--- config.mk ---
export PLATFORM = sky130hd
export DESIGN_NAME = seq_pattern_runner_flat
export DESIGN_NICKNAME = d
export VERILOG_FILES = /design/src/rtl/seq_pattern_runner_if.sv /design/src/rtl/seq_pattern_runner.sv /design/src/flat_wrapper.sv
export SDC_FILE = /design/constraint.sdc
export NUM_CORES = 1
export LEC_CHECK = 0
export BUFFER_PORTS_ARGS = -buffer_cell sky130_fd_sc_hd__buf_2
export CAP_MARGIN = 5
export CORE_ASPECT_RATIO = 1.1
export CORE_MARGIN = 2
export CORE_UTILIZATION = 50
export CTS_CLUSTER_SIZE = 30
export DETAILED_ROUTE_END_ITERATION = 16
export MAX_ROUTING_LAYER = met4
export PLACE_DENSITY = 0.76
export SYNTH_ARGS = -nofsm -noshare
export SYNTH_HDL_FRONTEND = slang
export SYNTH_SLANG_ARGS = --single-unit
--- constraint.sdc ---
create_clock -name clk -period 1.87 [get_ports clk]
set_input_delay 0.0935 -clock clk [delete_from_list [all_inputs] [get_ports clk]]
set_output_delay 0.0935 -clock clk [all_outputs]
set_load 0.02 [all_outputs]
--- src/rtl/seq_pattern_runner_if.sv ---
// Host-side bundle for seq_pattern_runner: run request,
// programmed pattern/length and captured trace results.
interface seq_pattern_runner_if #(
  parameter int MAX_LEN = 16,
  parameter int CNT_W   = 5
);
  logic               start;
  logic [MAX_LEN-1:0] pattern;
  logic [CNT_W-1:0]   len;
  logic               busy;
  logic               done;
  logic [MAX_LEN-1:0] capture;
  logic [CNT_W-1:0]   ones_count;

  modport master (
    output start, pattern, len,
    input  busy, done, capture, ones_count
  );

  modport slave (
    input  start, pattern, len,
    output busy, done, capture, ones_count
  );
endinterface

--- src/rtl/seq_pattern_runner.sv ---
// Drives x of a T-flip-flop sequential circuit from a pattern,
// resets it before each run and captures its y output per cycle.
module seq_pattern_runner #(
  parameter int MAX_LEN = 16,
  parameter int CNT_W   = 5
) (
  input  logic              clk,
  input  logic              reset,
  seq_pattern_runner_if.slave bus,
  input  logic              y_in,
  output logic              x_out,
  output logic              dut_rst
);
  localparam int IW = (MAX_LEN > 1) ? $clog2(MAX_LEN) : 1;

  typedef enum logic [1:0] {
    IDLE,
    CLEAR,
    RUN,
    DONE
  } state_t;

  state_t             state;
  logic [MAX_LEN-1:0] pat_q;
  logic [CNT_W-1:0]   len_q;
  logic [IW-1:0]      idx;
  logic [MAX_LEN-1:0] cap_q;
  logic [CNT_W-1:0]   ones_q;
  logic               busy_q;
  logic               done_q;
  logic [CNT_W-1:0]   len_c;
  logic               last;

  assign len_c = (bus.len > CNT_W'(MAX_LEN))
               ? CNT_W'(MAX_LEN) : bus.len;

  assign last = (CNT_W'(idx) == len_q - CNT_W'(1));

  always_ff @(posedge clk or posedge reset) begin
    if (reset) begin
      state  <= IDLE;
      pat_q  <= '0;
      len_q  <= '0;
      idx    <= '0;
      cap_q  <= '0;
      ones_q <= '0;
      busy_q <= 1'b0;
      done_q <= 1'b0;
    end else begin
      unique case (state)
        IDLE: begin
          if (bus.start) begin
            pat_q <= bus.pattern;
            len_q <= len_c;
            if (len_c == '0) begin
              state  <= DONE;
              done_q <= 1'b1;
            end else begin
              state  <= CLEAR;
              busy_q <= 1'b1;
            end
          end
        end
        CLEAR: begin
          cap_q  <= '0;
          ones_q <= '0;
          idx    <= '0;
          state  <= RUN;
        end
        RUN: begin
          // y_in is the Moore output before this edge's transition
          cap_q[idx] <= y_in;
          ones_q     <= ones_q + CNT_W'(y_in);
          idx        <= idx + 1'b1;
          if (last) begin
            state  <= DONE;
            busy_q <= 1'b0;
            done_q <= 1'b1;
          end
        end
        DONE: begin
          done_q <= 1'b0;
          state  <= IDLE;
        end
        default: state <= IDLE;
      endcase
    end
  end

  assign x_out   = (state == RUN) ? pat_q[idx] : 1'b0;
  assign dut_rst = reset | (state == CLEAR);

  assign bus.busy       = busy_q;
  assign bus.done       = done_q;
  assign bus.capture    = cap_q;
  assign bus.ones_count = ones_q;
endmodule

--- src/flat_wrapper.sv ---
// flat-port wrapper written by rule: the top's interface ports become plain ports
module seq_pattern_runner_flat 
#(
  parameter int MAX_LEN = 16,
  parameter int CNT_W   = 5
)
  (clk, reset, y_in, x_out, dut_rst, bus_start, bus_pattern, bus_len, bus_busy, bus_done, bus_capture, bus_ones_count);
  seq_pattern_runner_if #(.MAX_LEN(MAX_LEN), .CNT_W(CNT_W)) bus_i ();
  input  logic clk;
  input  logic reset;
  input  logic y_in;
  output logic x_out;
  output logic dut_rst;
  input wire logic [$bits(bus_i.start)-1:0] bus_start;
  input wire logic [$bits(bus_i.pattern)-1:0] bus_pattern;
  input wire logic [$bits(bus_i.len)-1:0] bus_len;
  output wire logic [$bits(bus_i.busy)-1:0] bus_busy;
  output wire logic [$bits(bus_i.done)-1:0] bus_done;
  output wire logic [$bits(bus_i.capture)-1:0] bus_capture;
  output wire logic [$bits(bus_i.ones_count)-1:0] bus_ones_count;
  assign bus_i.start = bus_start;
  assign bus_i.pattern = bus_pattern;
  assign bus_i.len = bus_len;
  assign bus_busy = bus_i.busy;
  assign bus_done = bus_i.done;
  assign bus_capture = bus_i.capture;
  assign bus_ones_count = bus_i.ones_count;
  seq_pattern_runner #(.MAX_LEN(MAX_LEN), .CNT_W(CNT_W)) u_core (.clk(clk), .reset(reset), .bus(bus_i), .y_in(y_in), .x_out(x_out), .dut_rst(dut_rst));
endmodule
After elaboration in Yosys (flattened, before gate mapping)
Cells that the tools add are included.

Flip-flop bits (word level): 50. Word-level logic and storage cells: 55. Output and inout port bits: 25. Bits of input ports: 25.

Order comparisons: 3. Eq/ne operators: 8. $add $sub $neg: 3. Mux-type cells: 22. Bitwise operators: 1. Reductions and logical operators: 10.

Operators by type and width (number): case mux 16 bit (2 select lines) (1); bitwise mux 16 bit (1); case mux 5 bit (2 select lines) (1); two-way mux 1 bit (9); case mux 2 bit (4 select lines) (1); case mux 4 bit (2 select lines) (1); AND reduction 4 bit (2); two-way mux 2 bit (3); adder 5 x 1 -> 5 bit (1); equality test 4 x 5 -> 1 bit (1); > comparator 5 bit, second input constant (1); zero test 5 bit (1); less-than comparator 4 x 5 -> 1 bit, second input constant (1); two-way mux 5 bit (1); subtractor 5 x 1 -> 5 bit, second input constant (1); adder 4 x 1 -> 4 bit, second input constant (1); binary-select mux 1 bit (select 4 bit) (1); demux 1 bit (select 4 bit) (1); equality test 2 bit, second input constant (2); >= comparator 4 x 1 -> 1 bit, second input constant (1); != test 2 x 1 -> 1 bit, second input constant (2); != test 2 bit, second input constant (2); AND reduction 2 bit (2); nonzero test 2 bit (2); 7 further kinds (7).

Depth between registers and ports, before layout
Gate-level depths: netlist of run 1.

Depth after elaboration: 6. Gate-level depth with buffers: 8. Gate-level depth less buffers: 7.

Worst setup path before layout of run 1
OpenSTA, ideal clock, no wires.

Path kind: register to register. Start: register u_core.len_q[0]. End: register u_core.done_q, in the netlist u_core.bus.done. Data required time: 1.742 ns. Buffers on the path: 0. Slack: 0.072 ns. Stages on the path, launching flop included: 8. Arrival time: 1.670 ns. Path through: dfrtp_1 -> inv_1 -> ha_1 -> xnor2_1 -> a211o_1 -> a211oi_1 -> o211ai_1 -> mux2i_1.

Word-level cells in the longest chain between the ends: 4.

RTL lines: start, declared (line seq_pattern_runner.sv:25) `logic [CNT_W-1:0] len_q;`; start signal, assigned (line seq_pattern_runner.sv:54) `len_q <= len_c;`; subtractor 5 x 1 -> 5 bit (line seq_pattern_runner.sv:37) `assign last = (CNT_W'(idx) == len_q - CNT_W'(1));`; equality test 4 x 5 -> 1 bit (line seq_pattern_runner.sv:37); != test 2 x 1 -> 1 bit (no source line); AND reduction 4 bit (no source line); end signal, assigned (line seq_pattern_runner.sv:48) `done_q <= 1'b0;`; end signal, assigned (line seq_pattern_runner.sv:57) `done_q <= 1'b1;`; end signal, assigned (line seq_pattern_runner.sv:78) `done_q <= 1'b1;`; end, declared (line seq_pattern_runner.sv:30) `logic done_q;`.

No other way between the ends. A chain may end at the register's enable or synchronous reset.

Final worst setup path of run 1
Start: register u_core.idx[0]. End: output x_out.

Word-level cells in the longest chain between the ends: 3.

RTL lines: start, declared (line seq_pattern_runner.sv:26) `logic [IW-1:0] idx;`; start signal, assigned (line seq_pattern_runner.sv:74) `idx <= idx + 1'b1;`; binary-select mux 1 bit (select 4 bit) (line seq_pattern_runner.sv:90) `assign x_out = (state == RUN) ? pat_q[idx] : 1'b0;`; two-way mux 1 bit (implied by the code) (line seq_pattern_runner.sv:90); two-way mux 1 bit (line seq_pattern_runner.sv:90); end, declared (line flat_wrapper.sv:12) `output logic x_out;`.

No other way between the ends. The select of a mux whose other input is x is not followed.

==> implementation parameters, run 1 <==
Parameter                              Value

Route
  Via density ... 5.52
  Number of nets with antenna violations after routing ... 0
  Initial DRT Pass Iterations ... 4
  Vias after detailed routing ... 2044
  Routed WL ... 5550 um
  Routed wire per std cell ... 15.0 um
  DRC violation count after routing ... 0
  Violation count after the first detailed-route iteration ... 111

Critical path
  Critical path data required time ... 1.78 ns
  Worst Setup End Kind ... primary output
  Arrival time of data at the critical path endpoint ... 2.01 ns
  Critical path launch point type ... flip-flop
  Worst-path maximum fanout ... 5
  Category of the most critical setup path ... reg2out

Global route
  Number of global-route vias before repair ... 2020
  GRT Overall Usage ... 21.7%
  Overflow left after global routing ... 0
  Pin count of the biggest net entering global routing ... 26
  Antenna violations before repair ... 0
  Global-route wire length before repair ... 9400 um

Job
  Reported max-cap violation count ... 0

Synthesis
  Adder-cell share of the synthesized area ... 5.69%
  Most instantiated flip-flop cell in the synthesis netlist ... sky130_fd_sc_hd__dfrtp_1
  Mapped Nets ... 294
  Number of distinct library cell variants in the gate-level netlist after synthesis ... 34
  Synthesized area per cell ... 10.3 um^2
  Parity-gate share of the synthesized area counting xor and xnor cells ... 1.66%
  Synth Register Bits ... 50
  Area share of the leading cell type in the synthesized netlist ... 47.4%
  Synthesized area ... 2640 um^2
  Sequential fraction of the synthesis area ... 47.4%
  Simple-gate portion of the synthesized area ... 12.8%
  Cell count after synthesis ... 257
  Leading cell types by total area after synthesis ... sky130_fd_sc_hd__dfrtp_1 (47%), sky130_fd_sc_hd__mux2_2 (7.3%), sky130_fd_sc_hd__nand2_1 (6.5%)
  Combinational family with the most area after synthesis ... multiplexers
  Proportion of synthesized area in mux cells ... 17.3%
  Synth warnings ... 0
  Async set-reset flop share out of synthesis ... 100%
  EDFF count, synth ... 0
  Area fraction in compound gates after synthesis ... 10.3%
  Post-synth top area cell ... sky130_fd_sc_hd__dfrtp_1

Clock tree
  Clock transition at path regs ... 0.09 ns
  Largest buffer count on any clock path ... 2
  Clock insertion delay at the later pin of the skew report ... 0.31 ns
  H-tree level count ... 2
  Buffers inserted by post-CTS timing repair ... 0
  Number of clock buffers inserted by TritonCTS ... 5
  Clock tree from TritonCTS ... built
  Root buffer selected by CTS ... sky130_fd_sc_hd__clkbuf_8
  CTS Sinks ... 50

Power and ir drop
  LEAKAGE ... 0.00153 uW
  Peak VDD IR ... 729 uV
  Power dissipated by switching net loads ... 1520 uW
  Clock network fraction of total power ... 18.4%
  Gate power share ... 42.3%
  Switching part of the total ... 36.6%
  Power per cell area ... 1330 nW/um^2
  Internal power ... 2630 uW
  Sequential power share ... 39.3%

Floorplan
  Initial standard-cell utilization of the core ... 52.4%
  Rows ... 27
  Floorplan Core Area ... 5030 um^2
  Die area ... 5880 um^2
  Die X ... 73.3 um
  Top Ports ... 50
  Chip height ... 80.2 um

Final layout
  Utilization of the core after routing ... 62.0%
  Commonest cells after routing, fill and taps aside ... sky130_fd_sc_hd__dfrtp_1 (49), sky130_fd_sc_hd__buf_2 (48), sky130_fd_sc_hd__nand2_1 (46)
  Layout area overhead ... 18.2%
  Share of post-route cells with drive strength above 1 ... 30.4%
  Post-Layout Inst Area ... 3120 um^2
  Most common library cell in the layout ignoring fill and taps ... sky130_fd_sc_hd__dfrtp_1
  Number of nets at the end of the flow ... 348
  Final antenna diode count ... 0

STA
  Worst max-slew margin expressed relative to the limit ... 58.7%
  Worst setup margin ... -0.238 ns
  Final total negative setup slack ... -0.238 ns
  Final hold violation count ... 0
  Tightest hold margin ... 0.0148 ns
  Worst Tran Pin Value ... 0.619 ns
  Clock period minus final worst setup slack ... 2.11 ns
  Fin crit share ... 113%
  Setup repair after global routing missed its margin ... yes
  Max Clk Rate ... 474 MHz
  Final max-slew violation count ... 0
  Max Clock Skew ... 0.0110 ns
  Final count of negative-setup-slack endpoints ... 1

Place
  Instance area after placement ... 2990 um^2
  Post-detailed-placement half-perimeter wirelength ... 4070 um
  Final weighted congestion of routability-driven global placement ... 0.785
  IO buf count ... 49

Outcome
  Failing checks ... setup timing
  Result of the run ... finished, violations left

Worst hold path
  Class of the tightest hold or removal check ... in2reg
==> timing repair <==
action,4_1_cts,5_1_grt
gates resized for setup,8,2
endpoints found under the hold margin,11,0
endpoints found under the setup margin,2,19
pin swaps,1,2
hold buffers,1,0
==> state kept, by name (all words and copies together), names as in the netlist <==
| name | flops |
|---|---|
| u_core.bus.busy | 1 |
| u_core.bus.capture | 16 |
| u_core.bus.done | 1 |
| u_core.bus.ones_count | 5 |
| u_core.idx | 4 |
| u_core.len_q | 5 |
| u_core.pat_q | 16 |
| u_core.state | 2 |
==> worst paths after layout <==
check | startpoint | endpoint | slack [ns] | cells after the start
worst max-delay path | u_core.idx[0] | x_out | -0.24 | 4
worst min-delay path | bus_pattern[15] | u_core.pat_q[15] | 0.01 | 2
worst max register to register | u_core.len_q[0] | u_core.bus.done | 0.16 | 7
worst min register to register | u_core.bus.capture[12] | u_core.bus.capture[12] | 0.50 | 2
max in group asynchronous | reset | u_core.bus.capture[5] | 1.06 | 4
min in group asynchronous | reset | u_core.pat_q[6] | 0.28 | 3
==> routing by layer <==
metal	GRT usage [%]	routed length (um)
met1	26.5	2440
met2	34.5	2740
met3	4.52	199
met4	9.81	169
met5	-	0
==> metrics by stage <==
step | worst slack (ns) | total power (uW) | cells
after floorplan | 0.0723 | 2870 | 257
after global placement | 0.00511 | 3270 | 361
after detailed placement | -0.0673 | 3340 | 361
after CTS | -0.262 | 4140 | 370
after global routing | -0.305 | 4440 | 370
final | -0.238 | 4150 | 370
==> critical path, cell delays in order, from the launching register on <==
cell and delay, ns:
sky130_fd_sc_hd__dfrtp_2 0.45, sky130_fd_sc_hd__mux4_2 0.52, sky130_fd_sc_hd__mux4_2 0.47, sky130_fd_sc_hd__and2_4 0.15
sky130_fd_sc_hd__buf_6 0.12
==> Yosys cell counts (all sizes together), types with 6 or more instances <==
cell / count
nor2: 6
inv: 17
nand3: 8
o21ai: 26
clkbuf: 12
nand2: 46
ha: 12
dfrtp: 50
mux2i: 14
mux2: 17
a21oi: 6
==> power groups by stage <==
stage	registers (uW)	logic, uW	clock network [uW]
after CTS	1630	1740	769
after global placement	1620	1650	0
after global routing	1670	1950	826
after detailed placement	1640	1700	0
final	1630	1750	764
after floorplan	1600	1270	0
==> kinds of logic (layout without fill, tap and decap cells) <==
logic type      Yosys count  after routing
compound gates           48             48
flops                    50             50
mux                      36             36
xor+xnor                  5              5
simple gates             75             75
buf+inv                  31             86
fa+ha+maj                12             12
==> layout make-up <==
class | count | area, um^2
clock buffer | 6 | 72.6
fill | 412 | 1910
multi-input combinational | 176 | 1270
tap | 58 | 72.6
inverter | 17 | 63.8
timing repair buffer | 61 | 357
clock inverter | 2 | 37.5
sequential | 50 | 1250
Power figures use the tool's default switching activity.
==> run 2, diff against run 1 <==
--- a/config.mk
+++ b/config.mk
@@ -14,6 +14,7 @@
 export DETAILED_ROUTE_END_ITERATION = 16
 export MAX_ROUTING_LAYER = met4
 export PLACE_DENSITY = 0.76
+export REMOVE_ABC_BUFFERS = 1
 export SYNTH_ARGS = -nofsm -noshare
 export SYNTH_HDL_FRONTEND = slang
 export SYNTH_SLANG_ARGS = --single-unit
==> run 2 against run 1 <==
Against the previous run: the flow still finishes with violations (setup timing); sequential power hardly changed; first-iteration DRC count is 26% higher; power is 3.3% lower; combinational power is 3% higher; maximum frequency is 1.1% lower; clock power is 21% lower; register-to-register slack worse by 0.02 ns; cell area is 0.20% lower; setup slack worse by 0.023 ns; hold slack better by 0.0097 ns; critical path type unchanged.
==> implementation parameters, run 2 (synthesized netlist as in run 1, its figures left out) <==
Parameter                              Value

Critical path
  Count of cell instances traversed by the critical path ... 4
  Number of cells on the worst reg-to-reg path ... 8
  Critical path data required time ... 1.78 ns
  Library cell contributing the largest single delay on the critical path ... sky130_fd_sc_hd__mux4_2
  Category of the most critical setup path ... reg2out
  Worst Setup End Kind ... primary output
  Sequence of cells on the critical path ... mux4_2, mux4_2, and2_4, buf_6
  Critical path launch point type ... flip-flop
  Worst-path maximum fanout ... 5
  Arrival time of data at the critical path endpoint ... 2.04 ns
  Worst path most repeated cell ... sky130_fd_sc_hd__mux4_2
  Buffers & Inverters on Critical Path ... 1
  Worst stage delay on the critical path ... 0.52 ns
  Cell family contributing the most delay on the critical path ... multiplexers

Final layout
  Post-layout instance count excluding filler cells ... 373
  Layout area overhead ... 18.0%
  Commonest cells after routing, fill and taps aside ... sky130_fd_sc_hd__dfrtp_1 (49), sky130_fd_sc_hd__buf_2 (48), sky130_fd_sc_hd__nand2_1 (46)
  Number of nets at the end of the flow ... 352
  Share of post-route cells with drive strength above 1 ... 30.8%
  Final antenna diode count ... 0
  Most common library cell in the layout ignoring fill and taps ... sky130_fd_sc_hd__dfrtp_1
  Fill cell total of the finished layout ... 448

Floorplan
  Die X ... 73.3 um
  Floorplan Core Area ... 5030 um^2
  Initial standard-cell utilization of the core ... 52.4%
  Top Ports ... 50
  Rows ... 27
  Chip height ... 80.2 um
  Die area ... 5880 um^2

Route
  Routed wire per std cell ... 14.6 um
  Number of nets with antenna violations after routing ... 0
  Via density ... 5.50
  Initial DRT Pass Iterations ... 5
  Violation count after the first detailed-route iteration ... 140
  DRC violation count after routing ... 0
  Vias after detailed routing ... 2053
  Routed WL ... 5450 um

STA
  Worst max-slew margin expressed relative to the limit ... 58.6%
  Setup repair after global routing missed its margin ... yes
  Fin crit share ... 114%
  Final total negative setup slack ... -0.261 ns
  Worst setup margin ... -0.261 ns
  Final count of negative-setup-slack endpoints ... 1
  Tightest hold margin ... 0.0245 ns
  Final hold violation count ... 0
  Max Clk Rate ... 469 MHz
  Clock period minus final worst setup slack ... 2.13 ns
  Final max-slew violation count ... 0
  Max Clock Skew ... 0.00686 ns
  Worst Tran Pin Value ... 0.621 ns

Outcome
  Result of the run ... finished, violations left
  Failing checks ... setup timing

Global route
  Antenna violations before repair ... 0
  Overflow left after global routing ... 0
  Pin count of the biggest net entering global routing ... 29
  Number of global-route vias before repair ... 1992
  Global-route wire length before repair ... 9070 um
  GRT Overall Usage ... 20.3%

Place
  Post-detailed-placement half-perimeter wirelength ... 3970 um
  Total instance count after detailed placement ... 365
  Final weighted congestion of routability-driven global placement ... 0.807
  IO buf count ... 49
  DP Worst Slack ... -0.0841 ns

Power and ir drop
  Power per cell area ... 1290 nW/um^2
  LEAKAGE ... 0.00153 uW
  Total chip power ... 4010 uW
  Peak VDD IR ... 785 uV

Worst hold path
  Class of the tightest hold or removal check ... in2reg
  Number of cells on the worst hold path ... 2

Clock tree
  H-tree level count ... 2
  Clock tree from TritonCTS ... built
  Number of clock buffers inserted by TritonCTS ... 5
  Clock insertion delay at the later pin of the skew report ... 0.30 ns
  Clock transition at path regs ... 0.09 ns
  Buffers inserted by post-CTS timing repair ... 0
  CTS Sinks ... 50
  Largest buffer count on any clock path ... 2
  Root buffer selected by CTS ... sky130_fd_sc_hd__clkbuf_8

Job
  Reported max-cap violation count ... 0
[run 2: per-stage QoR]
step	utilization [%]	area, um^2
after floorplan	-	2580
after global placement	60.0	3020
after detailed placement	60.0	3020
after CTS	61.7	3110
after global routing	61.9	3120
final	61.9	3120
[run 2: per-layer routing]
layer	GRT usage, %	share of wire [%]
met1	25.3	45
met4	4.26	0.50
met2	34.5	50
met3	3.76	3.7
met5	-	0
[run 2: area by class of cell]
class | instances | area [um^2] | area share (%)
multi-input cells | 176 | 1260 | 40.4
clock buffers | 6 | 72.6 | 2.33
inverters | 17 | 63.8 | 2.05
clock inverters | 1 | 7.51 | 0.241
flip-flops and latches | 50 | 1250 | 40.2
repair buffers | 65 | 387 | 12.4
well taps | 58 | 72.6 | 2.33
[run 2: repair_timing]
action | in CTS | in global routing
gates resized for setup | 7 | 2
hold buffers | 1 | 0
pin swaps | 1 | 3
setup endpoints to repair | 1 | 21
hold endpoints to repair | 50 | 0
gates cloned | 0 | 0
[run 2: where the power goes]
group | leakage [uW] | internal [uW] | switching (uW)
registers | 0.000642 | 1390 | 220
clock network | 0.0000373 | 257 | 347
logic | 0.000853 | 867 | 931
[run 2: final timing paths]
check                                      start                    end  slack, ns
max in group asynchronous                  reset        u_core.state[1]       1.15
setup / recovery                   u_core.idx[0]                  x_out      -0.26
min in group asynchronous                  reset        u_core.pat_q[3]       0.42
hold / removal                   bus_pattern[14]       u_core.pat_q[14]       0.02
setup reg to reg                 u_core.len_q[1]        u_core.bus.done       0.14
hold reg to reg            u_core.bus.capture[0]  u_core.bus.capture[0]       0.51
[run 2: worst reg2reg max path: stages, from the launching register on]
cell and delay [ns]:
sky130_fd_sc_hd__dfrtp_1 0.35, sky130_fd_sc_hd__inv_1 0.05, sky130_fd_sc_hd__ha_1 0.30, sky130_fd_sc_hd__xnor2_1 0.13
sky130_fd_sc_hd__a211o_1 0.24, sky130_fd_sc_hd__a211oi_2 0.19, sky130_fd_sc_hd__buf_4 0.15, sky130_fd_sc_hd__o211ai_1 0.09
sky130_fd_sc_hd__mux2i_1 0.13
==> run 3, diff against run 2 <==
==> constraint.sdc (replaced) <==
create_clock -name clk -period 1.87 [get_ports clk]
set_input_delay 0 -clock clk [delete_from_list [all_inputs] [get_ports clk]]
set_output_delay 0 -clock clk [all_outputs]
set_load 0.02 [all_outputs]
==> run 3 against run 2 <==
Against the previous run: the flow still finishes with violations (setup timing); setup slack better by 0.10 ns; clock skew is 0.0018 ns lower; register-to-register slack worse by 0.04 ns; die area stayed put; largest power group unchanged; largest cell class unchanged; critical endpoint unchanged; via count is 4.8% higher; wire length is 2.2% higher; first-iteration DRC count is 7.1% lower; critical path type unchanged.
==> implementation parameters, run 3 (synthesized netlist as in run 1, its figures left out) <==
Parameter                              Value

Critical path
  Category of the most critical setup path ... reg2out
  Arrival time of data at the critical path endpoint ... 2.03 ns
  Worst Setup End Kind ... primary output
  Critical path data required time ... 1.87 ns
  Worst-path maximum fanout ... 5
  Critical path launch point type ... flip-flop

Clock tree
  Largest buffer count on any clock path ... 2
  H-tree level count ... 2
  Clock transition at path regs ... 0.09 ns
  CTS Sinks ... 50
  Root buffer selected by CTS ... sky130_fd_sc_hd__clkbuf_8
  Clock tree from TritonCTS ... built
  Clock insertion delay at the later pin of the skew report ... 0.31 ns
  Buffers inserted by post-CTS timing repair ... 0
  Number of clock buffers inserted by TritonCTS ... 5

Final layout
  Final antenna diode count ... 0
  Share of post-route cells with drive strength above 1 ... 29.8%
  Layout area overhead ... 27.5%
  Most common library cell in the layout ignoring fill and taps ... sky130_fd_sc_hd__dfrtp_1
  Post-Layout Inst Area ... 3370 um^2
  Commonest cells after routing, fill and taps aside ... sky130_fd_sc_hd__dfrtp_1 (49), sky130_fd_sc_hd__buf_2 (48), sky130_fd_sc_hd__nand2_1 (46)
  Number of nets at the end of the flow ... 373

Floorplan
  Chip height ... 80.2 um
  Top Ports ... 50
  Floorplan Core Area ... 5030 um^2
  Rows ... 27
  Die X ... 73.3 um
  Die area ... 5880 um^2
  Initial standard-cell utilization of the core ... 52.4%

Global route
  Pin count of the biggest net entering global routing ... 26
  Antenna violations before repair ... 0
  Global-route wire length before repair ... 9390 um
  Number of global-route vias before repair ... 2091
  Overflow left after global routing ... 0
  GRT Overall Usage ... 21.1%

STA
  Fin crit share ... 108%
  Max Clk Rate ... 493 MHz
  Clock period minus final worst setup slack ... 2.03 ns
  Setup repair after global routing missed its margin ... yes
  Final hold violation count ... 0
  Final max-slew violation count ... 0
  Worst max-slew margin expressed relative to the limit ... 60.6%
  Worst Tran Pin Value ... 0.590 ns
  Worst setup margin ... -0.157 ns
  Max Clock Skew ... 0.00504 ns
  Final count of negative-setup-slack endpoints ... 1

Route
  Number of nets with antenna violations after routing ... 0
  Routed wire per std cell ... 14.1 um
  Via density ... 5.46
  DRC violation count after routing ... 0
  Initial DRT Pass Iterations ... 4
  Routed WL ... 5570 um
  Violation count after the first detailed-route iteration ... 130
  Vias after detailed routing ... 2151

Outcome
  Result of the run ... finished, violations left
  Failing checks ... setup timing

Place
  IO buf count ... 49
  Instance area after placement ... 3020 um^2
  Post-detailed-placement half-perimeter wirelength ... 3810 um
  DP Worst Slack ... 0.0102 ns
  Final weighted congestion of routability-driven global placement ... 0.766

Worst hold path
  Class of the tightest hold or removal check ... in2reg

Job
  Reported max-cap violation count ... 0

Power and ir drop
  Power per cell area ... 1260 nW/um^2
  Peak VDD IR ... 884 uV
  LEAKAGE ... 0.00164 uW
-- run 3: power by group --
group	switching [uW]	internal [uW]	leakage, uW
Clock	354	428	0.0000573
Sequential	228	1390	0.000642
Combinational	934	910	0.000940
Total	1520	2730	0.00164
-- run 3: path summary, 6_finish.rpt --
kind	endpoint	slack, ns	start	cells past startpoint
worst max-delay path	x_out	-0.16	u_core.idx[0]	4
worst min-delay path	u_core.bus.capture[9]	0.13	y_in	3
worst max register to register	u_core.bus.done	0.10	u_core.len_q[0]	8
worst min register to register	u_core.pat_q[0]	0.51	u_core.pat_q[0]	1
max in group asynchronous	u_core.idx[0]	1.07	reset	4
min in group asynchronous	u_core.bus.capture[3]	0.19	reset	3
-- run 3: cell type report --
cell class	instances	area [um^2]
clock buffer	6	82.6
timing repair buffer	86	597
clock inverter	1	30.0
tap	58	72.6
sequential	50	1250
multi-input combinational	176	1270
fill	397	1670
inverter	17	63.8
-- run 3: repair_timing --
item	CTS	global route
hold endpoints to repair	34	0
pin swaps	1	3
hold buffers	22	0
gates resized for setup	8	3
endpoints found under the setup margin	2	21
-- run 3: critical path, cell delays in order, from the launching register on --
cell	delay, ns
sky130_fd_sc_hd__dfrtp_2	0.45
sky130_fd_sc_hd__mux4_2	0.52
sky130_fd_sc_hd__mux4_2	0.47
sky130_fd_sc_hd__and2_4	0.15
sky130_fd_sc_hd__buf_6	0.12
-- run 3: metal layers --
metal / up-vias / track usage (%) / wire length [um]
met3: 7 / 4.77 / 237
met5: - / - / 0
li1: 1041 / - / -
met1: 1042 / 26.1 / 2500
met4: 0 / 5.56 / 63
met2: 61 / 34.9 / 2770
-- run 3: metrics by stage --
stage	util [%]	setup TNS [ns]	total power [uW]	hold WS [ns]	cells
detailed placement	60.0	0	3360	-0.0123	365
CTS	66.7	-0.167	4230	0.121	394
global placement	60.0	0	3300	-0.0112	365
finish	66.9	-0.157	4240	0.125	394
global route	66.9	-0.237	4540	0.155	394
floorplan	-	0	2810	0.148	243
